### src/rtl/square_calculator.sv
// -----------------------------------------------------------------------------
// square_calculator
//
// Squares an unsigned WIDTH-bit operand with a serial shift-and-add multiplier.
// One partial product is added per clock, so a result takes WIDTH cycles after
// the start edge. The result and the done/error strobes are registered.
//
// Ports
//   clk    : single clock, rising edge
//   rst    : asynchronous reset, active low
//   start  : request pulse; `in` is sampled on the same edge
//   in     : WIDTH-bit unsigned operand
//   out    : 2*WIDTH-bit unsigned in*in, held until the next completion
//   done   : one-cycle completion strobe
//   error  : one-cycle strobe for a start that arrived while busy
//
// Build option
//   SQUARE_CALC_FAST_ZERO_EN : when defined, an accepted start with in == 0
//                              completes on the accepting edge (latency 1).
// -----------------------------------------------------------------------------
module square_calculator #(
    parameter int WIDTH = 8
) (
    input  logic                 clk,
    input  logic                 rst,
    input  logic                 start,
    input  logic [WIDTH-1:0]     in,
    output logic [2*WIDTH-1:0]   out,
    output logic                 done,
    output logic                 error
);

    localparam int CW = (WIDTH > 1) ? $clog2(WIDTH) : 1;

    typedef enum logic [1:0] {
        IDLE,
        CALC,
        DONE
    } state_t;

    state_t               state;
    logic [WIDTH-1:0]     mcand;
    logic [WIDTH-1:0]     mplier;
    logic [2*WIDTH-1:0]   acc;
    logic [CW-1:0]        cnt;

    logic [2*WIDTH-1:0]   partial;
    logic [2*WIDTH-1:0]   acc_next;
    logic                 last;

    // Partial product for the current multiplier bit and the running sum.
    // NOTE: combinational blocks assign every output a default first, so no
    // path leaves a variable unassigned and no latch is inferred.
    always_comb begin
        partial = '0;
        if (mplier[cnt]) begin
            partial = {{WIDTH{1'b0}}, mcand} << cnt;
        end
        acc_next = acc + partial;
        last     = (cnt == CW'(WIDTH - 1));
    end

    // NOTE: sequential state uses non-blocking assignments only, so every
    // register samples the values from before the edge.
    always_ff @(posedge clk or negedge rst) begin
        if (!rst) begin
            // NOTE: every register here is a plain flop (no RAM), so all of
            // them are reset; nothing relies on power-up values.
            state  <= IDLE;
            mcand  <= '0;
            mplier <= '0;
            acc    <= '0;
            cnt    <= '0;
            out    <= '0;
            done   <= 1'b0;
            error  <= 1'b0;
        end else begin
            // Strobes are high for a single cycle unless re-asserted below.
            done  <= 1'b0;
            error <= 1'b0;

            unique case (state)
                IDLE, DONE: begin
                    if (start) begin
                        mcand  <= in;
                        mplier <= in;
                        acc    <= '0;
                        cnt    <= '0;
`ifdef SQUARE_CALC_FAST_ZERO_EN
                        if (in == '0) begin
                            // Zero operand: the square is known, skip CALC.
                            state <= DONE;
                            out   <= '0;
                            done  <= 1'b1;
                        end else begin
                            state <= CALC;
                        end
`else
                        state <= CALC;
`endif
                    end else begin
                        state <= IDLE;
                    end
                end

                CALC: begin
                    acc   <= acc_next;
                    cnt   <= last ? '0 : cnt + 1'b1;
                    // A start while busy is rejected; the current job goes on.
                    error <= start;
                    if (last) begin
                        state <= DONE;
                        out   <= acc_next;
                        // done and error never share a cycle: a rejected start
                        // on the final edge takes precedence over the strobe.
                        done  <= !start;
                    end
                end

                default: begin
                    state <= IDLE;
                end
            endcase
        end
    end

endmodule
### config.mk
export PLATFORM = sky130hd
export DESIGN_NAME = square_calculator
export DESIGN_NICKNAME = d
export VERILOG_FILES = /design/src/rtl/square_calculator.sv
export SDC_FILE = /design/constraint.sdc
export NUM_CORES = 1
export LEC_CHECK = 0
export CAP_MARGIN = 20
export CORE_MARGIN = 3
export CORE_UTILIZATION = 25
export CTS_CLUSTER_SIZE = 40
export DETAILED_ROUTE_END_ITERATION = 10
export GPL_ROUTABILITY_DRIVEN = 1
export PLACE_DENSITY = 0.43
export SLEW_MARGIN = 40
export SYNTH_ARGS = -nofsm -noshare
export SYNTH_HDL_FRONTEND = slang
export SYNTH_SLANG_ARGS = --single-unit
### constraint.sdc
create_clock -name clk -period 9.2 [get_ports clk]
set_input_delay 2.76 -clock clk [delete_from_list [all_inputs] [get_ports clk]]
set_output_delay 2.76 -clock clk [all_outputs]
set_load 0.005 [all_outputs]
# Yosys cells after proc, flatten, opt, wreduce, memory -nomap -nowiden
# Cells that the tools add are included.
dict set report totals {
  ff_bits 47
  out_inout_bits 18
}
dict set report op_classes {
  addsub 2
  n_lt_le_gt_ge 1
  eq_ne 5
  n_shift 1
  muxes 14
  n_reduce_logical 7
}
# operator n
set ops {}
lappend ops {{two-way mux 16 bit} 2}
lappend ops {{case mux 16 bit (2 select lines)} 1}
lappend ops {{adder 16 bit} 1}
lappend ops {{left shift 8 x 3 -> 16 bit} 1}
lappend ops {{two-way mux 3 bit} 2}
lappend ops {{case mux 3 bit (2 select lines)} 1}
lappend ops {{AND reduction 2 bit} 3}
lappend ops {{two-way mux 1 bit} 5}
lappend ops {{less-than comparator 3 x 4 -> 1 bit (second input constant)} 1}
lappend ops {{!= test 2 bit (second input constant)} 2}
lappend ops {{case mux 2 bit (2 select lines)} 1}
lappend ops {{adder 3 x 1 -> 3 bit (second input constant)} 1}
lappend ops {{binary-select mux 1 bit (select 3 bit)} 1}
lappend ops {{equality test 3 bit (second input constant)} 1}
lappend ops {{equality test 2 x 1 -> 1 bit (second input constant)} 1}
lappend ops {{equality test 2 bit (second input constant)} 1}
lappend ops {{zero test 2 bit} 1}
lappend ops {{two-way mux 2 bit} 1}
lappend ops {{nonzero test 2 bit} 1}
lappend ops {{OR reduction 2 bit} 1}
lappend ops {{zero test 1 bit} 1}

# Logic depth before layout (Yosys ltp)
# Gate-level depths: netlist (run 1).
dict set report logic_depth {
  word_depth 5
  ltp_mapped 14
}

# Least setup slack after synthesis (run 1)
# Ideal clock, no wire load.
dict set report synth_path {
  path_kind {input port to flip-flop}
  start {in start}
  end {reg cnt[0]}
  arrival_time_ps 3908
  t_required_ps 9105
  slack_ps 5196
  cell_stages 6
  path_cell_list {nor2b_1 clkbuf_1 nor2_1 clkbuf_1 nand2_1 o31ai_1}
}
dict set report synth_between {
  elab_chain_cells 2
}
# item line_no
set synth_lines {}
lappend synth_lines {{from (decl)} 26} ;# input logic start,
lappend synth_lines {{!= test 2 bit (no line)} -}
lappend synth_lines {{AND reduction 2 bit (no line)} -}
lappend synth_lines {{to (signal assigned)} 108} ;# cnt <= last ? '0 : cnt + 1'b1;
lappend synth_lines {{to (decl)} 45} ;# logic [CW-1:0] cnt;
# No other way between the ends.
# A chain may end at the register's enable or synchronous reset.

# Worst setup path after layout (run 1)
dict set report layout_path {
  start {in start}
  end {reg acc[8]}
}
dict set report layout_between {
  elab_chain_cells 2
}
# item line_no
set layout_lines {}
lappend layout_lines {{!= test 2 bit (no line)} -}
lappend layout_lines {{AND reduction 2 bit (no line)} -}
lappend layout_lines {{to (signal assigned)} 107} ;# acc <= acc_next;
lappend layout_lines {{to (decl)} 44} ;# logic [2*WIDTH-1:0] acc;
# No other way between the ends.

==> results.sh, run 1 <==
export IMPL_die_w_um=115
export IMPL_crit_arrival_ns=4.25
export IMPL_finalCritPeriodShare=0.444
export IMPL_gp_congestion=0.804
export IMPL_required_ns=9.37
export IMPL_tightest_slew_ns=0.726
export IMPL_cts_max_level=2
export IMPL_ys_flop_type="dfrtp_1"
export IMPL_vias_per_cell=4.93
export IMPL_setup_tns_ns=0
export IMPL_clock_root_buffer="clkbuf_16"
export IMPL_timing_fmax_mhz=245
export IMPL_grt_pass1_vias=2382
export IMPL_cts_clk_slew_worst_paths_ns=0.07
export IMPL_power_density_nw_per_um2=411
export IMPL_ctsResizeCount=0
export IMPL_dp_cells=478
export IMPL_power_leakage_nw=1.54
export IMPL_firstDrtPassIters=4
export IMPL_grt_overflow_total=0
export IMPL_maxSlewHeadroom=0.516
export IMPL_netlist_area_um2=2950
export IMPL_holdWs_ns=0.476
export IMPL_setup_viol=0
export IMPL_num_fill_cells=1205
export IMPL_syn_inst=320
export IMPL_outcome="finished clean"
export IMPL_tritoncts="built"
export IMPL_fin_crit_ns=4.08
export IMPL_seq_area_frac_synth=0.399
export IMPL_synth_top_area_share=0.399
export IMPL_ys_seq_elements=47
export IMPL_coreArea_um2=11500
export IMPL_hold_violations=0
export IMPL_wire_per_inst_um=15.5
export IMPL_synth_largest_area_cell="dfrtp_1"
export IMPL_cts_setup_buffers=0
export IMPL_ir_drop_mv=0.113
export IMPL_drive_gt1_frac=0.0904
export IMPL_initial_core_util=0.257
export IMPL_ant_nets=0
export IMPL_die_area_um2=13100
export IMPL_rsz0062_at_grt="false"
export IMPL_ioPinCount=29
export IMPL_synth_area_leaders="dfrtp_1, ha_1, nand2_1"
export IMPL_synth_nets=349
export IMPL_grt_first_pass_wirelength_mm=12.4
export IMPL_dp_hpwl_mm=5.55
export IMPL_multi_input_area_um2=1690
export IMPL_seq_area_um2=1180
export IMPL_crit_path_start_kind="input port"
export IMPL_drt_iter0_drc=90
export IMPL_fin_util=0.306
export IMPL_yosysUniqueCellTypes=47
export IMPL_area_growth_pct=19.0
export IMPL_num_vias=2398
export IMPL_grt_start_max_net_pins=48
export IMPL_path_max_fanout=19
export IMPL_numPortBuffers=28
export IMPL_cts_buffer_depth=2
export IMPL_fin_skew_ns=0.00963
export IMPL_clkLatencyLatePin_ns=0.29
export IMPL_fin_nets=371
export IMPL_post_synth_cell_area_avg_um2=9.21
export IMPL_die_h_um=115
export IMPL_slew_viol_final=0
export IMPL_grtUsageTotal=0.121
export IMPL_maxCapViolCount=0
export IMPL_finalNonFillerCells=486
export IMPL_wl_mm=7.56
export IMPL_holdBufCountCts=0
export IMPL_drc=0
export IMPL_regToRegSetupSlack_ns=5.31
export IMPL_end_kind="flop"
export IMPL_diodes=0
export IMPL_p_total_mw=1.44
export IMPL_antenna_found_initial=0
export IMPL_critPathKind="in -> reg"
export IMPL_numCtsBuffers=5
export IMPL_cts_sinks=47
export IMPL_async_flop_share=1.00
export IMPL_synth_edf_count=0
export IMPL_rows=39
export IMPL_yosys_warnings=0
export IMPL_hold_path_class="reg -> reg"
## worst max-delay path, cell delays in order
cell	delay, ns
clkdlybuf4s50_1	0.49
nor2b_2	0.42
nor2_1	0.07
buf_4	0.23
a32oi_1	0.17
nand3_1	0.10
## registers in the layout, indices dropped and copies added, names as in the netlist
name / count
acc: 16
cnt: 3
done: 1
error: 1
mplier: 8
out: 16
state: 2
## synthesized netlist by cell type, types with 4 or more instances
library cell,number
o31ai_1,4
nand2b_1,5
nand2_1,46
a31oi_1,4
ha_1,17
o21ai_0,27
a21oi_1,18
a211oi_1,4
inv_1,5
nand3_1,6
dfrtp_1,47
mux2i_1,7
nor2b_1,4
and2_1,4
clkbuf_1,16
a22o_1,4
xor2_1,5
o211ai_1,4
nor2_1,27
mux2_2,14
a21o_1,8
## per-layer routing
metal,up-vias,wire [µm],track usage
met4,0,132,0.0372
met1,1146,3660,0.161
li1,1203,-,-
met5,-,0,0
met2,41,3470,0.198
met3,8,296,0.0222
## report_power, final
part           switching, mW  leakage, nW  internal, mW  total, mW
Sequential            0.0981        0.593         0.302      0.400
Combinational          0.479        0.875         0.384      0.863
Clock                 0.0791       0.0679         0.101      0.180
Total                  0.656         1.54         0.787       1.44
## layout by cell type, fill, tap and decap left out, types with 2 or more instances in the layout
master / netlist / final
dfrtp_1: 47 / 47
nand2_1: 46 / 46
nor2_1: 27 / 27
o21ai_0: 27 / 27
clkdlybuf4s50_1: 0 / 27
a21oi_1: 18 / 18
ha_1: 17 / 17
mux2_2: 14 / 14
a21o_1: 8 / 8
mux2i_1: 7 / 7
nand3_1: 6 / 6
inv_1: 5 / 5
nand2b_1: 5 / 5
xor2_1: 5 / 5
clkbuf_16: 0 / 5
and2_1: 4 / 4
a211oi_1: 4 / 4
a31oi_1: 4 / 4
o31ai_1: 4 / 4
o211ai_1: 4 / 4
a22o_1: 4 / 4
buf_4: 0 / 4
and4_1: 3 / 3
nor3_1: 3 / 3
nor2b_1: 4 / 3
nor3b_1: 3 / 3
a32o_1: 3 / 3
and3_1: 3 / 3
a31o_2: 3 / 3
xnor2_1: 3 / 3
mux4_2: 2 / 2
or3_1: 2 / 2
o2111ai_1: 2 / 2
a21boi_0: 2 / 2
clkbuf_1: 16 / 2
## kinds of logic after synthesis
family / count (synthesis) / synth area share
adder cells (fa/ha/maj): 18 / 0.0789
XOR/XNOR: 8 / 0.0238
multiplexers: 23 / 0.0925
AND/OR/NAND/NOR: 109 / 0.171
AO/OA/AOI/OAI: 92 / 0.205
flip-flops: 47 / 0.399
buffers and inverters: 23 / 0.0293
## final cells by class
cell class,instances,area share
clock buffers,7,0.0378
clock inverters,1,0.00143
inverters,6,0.00642
multi-input cells,250,0.481
flip-flops and latches,47,0.335
well taps,143,0.0510
repair buffers,32,0.0870
## stage by stage
stage	worst slack [ns]	instance area [µm²]
floorplan	5.20	2950
detailed placement	4.55	3370
global placement	4.57	3370
global route	4.95	3510
CTS	4.85	3510
finish	5.12	3510
## final timing paths
path | start | endpoint | cells past startpoint
setup reg to reg | cnt[0] | acc[14] | 10
max in group asynchronous | rst | acc[9] | 2
setup / recovery | start | acc[8] | 6
min in group asynchronous | rst | mplier[7] | 2
hold reg to reg | out[10] | out[10] | 2
hold / removal | out[10] | out[10] | 2
No activity file was read; power rests on OpenSTA's default activity.
==> run 2: changes to the inputs <==
==> constraint.sdc (replaced) <==
create_clock -name clk -period 4 [get_ports clk]
set_input_delay 1.2 -clock clk [delete_from_list [all_inputs] [get_ports clk]]
set_output_delay 1.2 -clock clk [all_outputs]
set_load 0.005 [all_outputs]
==> results.sh, run 2 (synthesized netlist as in run 1, its figures left out) <==
export IMPL_largestRegisters="acc: 16 flops, out: 16 flops, mplier: 8 flops"
export IMPL_outcome="finished clean"
export IMPL_ir_drop_mv=0.281
export IMPL_drive_gt1_frac=0.0988
export IMPL_fin_skew_ns=0.00505
export IMPL_r2r_end="acc[14]"
export IMPL_maxCapViolCount=0
export IMPL_critPathKind="reg -> reg"
export IMPL_coreArea_um2=11500
export IMPL_cp_cell_sequence="mux2_2 -> o21ai_0 -> o22a_1 -> nor2_1 -> ha_1 -> a21o_1 -> a221o_1 -> a41o_1 -> or3_1 -> a32o_1"
export IMPL_crit_path_start_kind="flop"
export IMPL_grt_pass1_vias=2472
export IMPL_required_ns=4.17
export IMPL_grt_overflow_total=0
export IMPL_cts_max_level=2
export IMPL_tritoncts="built"
export IMPL_drt_iter0_drc=107
export IMPL_cts_clk_slew_worst_paths_ns=0.06
export IMPL_gp_congestion=0.879
export IMPL_slowest_stage="dfrtp_1"
export IMPL_maxSlewHeadroom=0.543
export IMPL_power_leakage_nw=1.55
export IMPL_num_vias=2425
export IMPL_power_density_nw_per_um2=945
export IMPL_rr_startpoint="cnt[1]"
export IMPL_hold_path_startpoint="out[10]"
export IMPL_wire_per_inst_um=15.5
export IMPL_crit_end="acc[14]"
export IMPL_critical_path_max_stage_delay_ns=0.69
export IMPL_clkLatencyLatePin_ns=0.29
export IMPL_die_w_um=115
export IMPL_timing_fmax_mhz=277
export IMPL_die_h_um=115
export IMPL_firstDrtPassIters=4
export IMPL_numCtsBuffers=5
export IMPL_vias_per_cell=4.98
export IMPL_cts_sinks=47
export IMPL_grt_start_max_net_pins=30
export IMPL_crit_arrival_ns=3.79
export IMPL_ant_nets=0
export IMPL_cts_buffer_depth=2
export IMPL_fin_crit_ns=3.61
export IMPL_finalCritPeriodShare=0.903
export IMPL_rr_worst_depth=10
export IMPL_wl_mm=7.54
export IMPL_dp_hpwl_mm=5.58
export IMPL_setup_viol=0
export IMPL_final_common_cell="dfrtp_1"
export IMPL_die_area_um2=13100
export IMPL_ctsResizeCount=0
export IMPL_clock_root_buffer="clkbuf_16"
export IMPL_hold_violations=0
export IMPL_end_kind="flop"
export IMPL_path_max_fanout=17
export IMPL_antenna_found_initial=0
export IMPL_fin_util=0.308
export IMPL_setup_tns_ns=0
export IMPL_diodes=0
export IMPL_slew_viol_final=0
export IMPL_grt_first_pass_wirelength_mm=12.8
export IMPL_regToRegSetupSlack_ns=0.39
export IMPL_final_cell_mix="dfrtp_1, nand2_1, o21ai_0, clkdlybuf4s50_1, nor2_1"
export IMPL_initial_core_util=0.257
export IMPL_cts_setup_buffers=0
export IMPL_holdBufCountCts=0
export IMPL_fin_nets=373
export IMPL_numPortBuffers=28
export IMPL_rsz0062_at_grt="false"
export IMPL_area_growth_pct=19.7
export IMPL_ioPinCount=29
export IMPL_drc=0
export IMPL_tightest_slew_ns=0.685
export IMPL_startpoint="cnt[1]"
export IMPL_grtUsageTotal=0.123
export IMPL_rows=39
export IMPL_hold_path_class="reg -> reg"
run 2: worst min path at each step:
stage / to / slack [ns] / depth (start not counted)
final: out[10] / 0.48 / 2
after global routing: out[1] / 0.50 / 2
after CTS: out[15] / 0.49 / 2
after detailed placement: out[10] / 0.47 / 2
after global placement: out[10] / 0.46 / 2
after floorplan: acc[13] / 0.46 / 2
run 2: final cells by class:
type	count	area [µm²]
Sequential cell	47	1180
Clock inverter	1	5.00
Timing Repair Buffer	34	320
Tap cell	143	179
Multi-Input combinational cell	250	1690
Fill cell	1157	7940
Inverter	6	22.5
Clock buffer	6	139
run 2: stage by stage:
| step | hold slack [ns] | setup WS (ns) | area [µm²] | cells | power, mW |
|---|---|---|---|---|---|
| floorplan | 0.455 | 0.698 | 2950 | 320 | 2.32 |
| global placement | 0.461 | 0.494 | 3390 | 480 | 2.95 |
| detailed placement | 0.472 | 0.424 | 3390 | 480 | 2.95 |
| CTS | 0.488 | 0.416 | 3530 | 487 | 3.38 |
| global route | 0.496 | 0.174 | 3530 | 487 | 3.69 |
| finish | 0.477 | 0.387 | 3530 | 487 | 3.34 |
run 2: where the power goes:
group / total (mW) / internal, mW / switching, mW
clock network: 0.420 / 0.244 / 0.175
registers: 0.908 / 0.695 / 0.213
logic: 2.01 / 0.891 / 1.12
total: 3.34 / 1.83 / 1.50
run 2: metal layers:
layer | part of all wire | up-vias | global-route usage | wire [µm]
li1 | - | 1208 | - | -
met1 | 0.47 | 1164 | 0.163 | 3580
met2 | 0.46 | 39 | 0.199 | 3490
met3 | 0.034 | 14 | 0.0227 | 253
met4 | 0.029 | 0 | 0.0451 | 221
met5 | 0 | - | 0 | 0
run 2: critical path: cells and delay by family (launching register included):
| family | cells | cell delay (ns) |
|---|---|---|
| fa+ha+maj | 1 | 0.34 |
| mux | 1 | 0.41 |
| simple gates | 2 | 0.37 |
| compound gates | 6 | 1.68 |
| flops | 1 | 0.69 |
==> run 3: changes to the inputs <==
--- a/config.mk
+++ b/config.mk
@@ -5,7 +5,7 @@
 export SDC_FILE = /design/constraint.sdc
 export NUM_CORES = 1
 export LEC_CHECK = 0
-export CAP_MARGIN = 20
+export CORE_ASPECT_RATIO = 1.75
 export CORE_MARGIN = 3
 export CORE_UTILIZATION = 25
 export CTS_CLUSTER_SIZE = 40
==> results.sh, run 3 (synthesized netlist as in run 1, its figures left out) <==
export IMPL_vias_per_cell=5.16
export IMPL_highest_layer="met4"
export IMPL_ant_nets=0
export IMPL_hold_violations=0
export IMPL_end_kind="flop"
export IMPL_num_vias=2468
export IMPL_dp_hpwl_mm=6.29
export IMPL_num_fill_cells=1171
export IMPL_holdBufCountCts=0
export IMPL_seq_area_um2=1180
export IMPL_setup_tns_ns=0
export IMPL_hold_path_class="reg -> reg"
export IMPL_fin_crit_ns=3.57
export IMPL_clkLatencyLatePin_ns=0.29
export IMPL_drt_iter0_drc=96
export IMPL_path_delay_family="compound AO/OA/AOI/OAI gates"
export IMPL_tritoncts="built"
export IMPL_outcome="finished clean"
export IMPL_ioPinCount=29
export IMPL_largestRegisters="acc: 16 flops, out: 16 flops, mplier: 8 flops"
export IMPL_crit_buf_inv=0
export IMPL_gp_congestion=0.884
export IMPL_rsz0062_at_grt="false"
export IMPL_timing_fmax_mhz=280
export IMPL_critical_path_max_stage_delay_ns=0.70
export IMPL_setup_viol=0
export IMPL_wl_met3_um=161
export IMPL_met2_length_mm=4.54
export IMPL_clock_root_buffer="clkbuf_16"
export IMPL_grtUsageTotal=0.134
export IMPL_drive_gt1_frac=0.0983
export IMPL_initial_core_util=0.261
export IMPL_maxSlewHeadroom=0.596
export IMPL_die_area_um2=13200
export IMPL_grt_start_max_net_pins=32
export IMPL_grt_overflow_total=0
export IMPL_tightest_slew_ns=0.606
export IMPL_grt_first_pass_wirelength_mm=13.6
export IMPL_cts_max_level=2
export IMPL_drc=0
export IMPL_dp_slack_ns=0.462
export IMPL_cp_cell_sequence="mux2_2 -> o21ai_0 -> o22a_1 -> nor2_1 -> ha_1 -> a21o_1 -> a221o_1 -> a41o_1 -> or3_1 -> a32o_1"
export IMPL_maxCapViolCount=0
export IMPL_ir_drop_mv=0.305
export IMPL_path_max_fanout=17
export IMPL_antenna_found_initial=0
export IMPL_required_ns=4.18
export IMPL_finalCritPeriodShare=0.893
export IMPL_critPathKind="reg -> reg"
export IMPL_cts_buffer_depth=2
export IMPL_diodes=0
export IMPL_cts_sinks=47
export IMPL_m1WireLength_mm=2.98
export IMPL_slowest_stage="dfrtp_1"
export IMPL_power_density_nw_per_um2=978
export IMPL_multi_input_area_um2=1690
export IMPL_area_growth_pct=21.1
export IMPL_coreArea_um2=11300
export IMPL_crit_path_start_kind="flop"
export IMPL_firstDrtPassIters=4
export IMPL_wire_per_inst_um=16.7
export IMPL_cts_setup_buffers=0
export IMPL_die_w_um=88.1
export IMPL_final_cell_mix="dfrtp_1, nand2_1, nor2_1, o21ai_0, clkdlybuf4s50_1"
export IMPL_die_h_um=150
export IMPL_power_leakage_nw=1.57
export IMPL_setup_ws_ns=0.427
export IMPL_numCtsBuffers=5
export IMPL_fin_nets=374
export IMPL_ctsResizeCount=0
export IMPL_slew_viol_final=0
export IMPL_rows=51
export IMPL_crit_arrival_ns=3.75
export IMPL_cts_clk_slew_worst_paths_ns=0.07
export IMPL_final_common_cell="dfrtp_1"
export IMPL_grt_pass1_vias=2659
export IMPL_fin_skew_ns=0.00500
export IMPL_wl_mm=7.98
export IMPL_numPortBuffers=28
-- run 3: worst paths after layout --
path | from | cells past startpoint | slack [ns] | end
worst max-delay path | cnt[1] | 10 | 0.43 | acc[14]
worst min-delay path | out[6] | 2 | 0.48 | out[6]
worst max register to register | cnt[1] | 10 | 0.43 | acc[14]
worst min register to register | out[6] | 2 | 0.48 | out[6]
max in group asynchronous | rst | 2 | 2.58 | out[5]
min in group asynchronous | rst | 1 | 0.84 | out[15]
-- run 3: tightest hold or removal path, delay by kind of cell, from the launching register on --
kind               cells  cell delay [ns]
DFF                    1             0.34
AOI/OAI and AO/OA      1             0.06
and+or+nand+nor        1             0.05
-- run 3: layout make-up --
| class | count | area share |
|---|---|---|
| multi-input combinational | 250 | 0.472 |
| sequential | 47 | 0.330 |
| timing repair buffer | 35 | 0.0926 |
| tap | 132 | 0.0463 |
| clock buffer | 6 | 0.0361 |
| clock inverter | 2 | 0.0168 |
| inverter | 6 | 0.00631 |
-- run 3: power breakdown --
part	switching, mW	leakage, nW	internal, mW
combinational	1.13	0.890	0.904
sequential	0.214	0.593	0.695
clock	0.188	0.0911	0.359
total	1.53	1.57	1.96
-- run 3: metal layers --
layer	vias up	global-route usage
met2	39	0.253
met1	1205	0.144
met3	16	0.0176
met4	0	0.0620
met5	-	0
li1	1208	-
-- run 3: per-stage QoR --
step	cells	total power [mW]	utilization	cell area, µm²	hold WS [ns]
finish	478	3.49	0.316	3570	0.480
global route	478	3.84	0.316	3570	0.514
CTS	478	3.55	0.316	3570	0.484
detailed placement	470	2.99	0.299	3380	0.469
global placement	470	2.97	0.299	3380	0.464
floorplan	320	2.32	-	2950	0.455
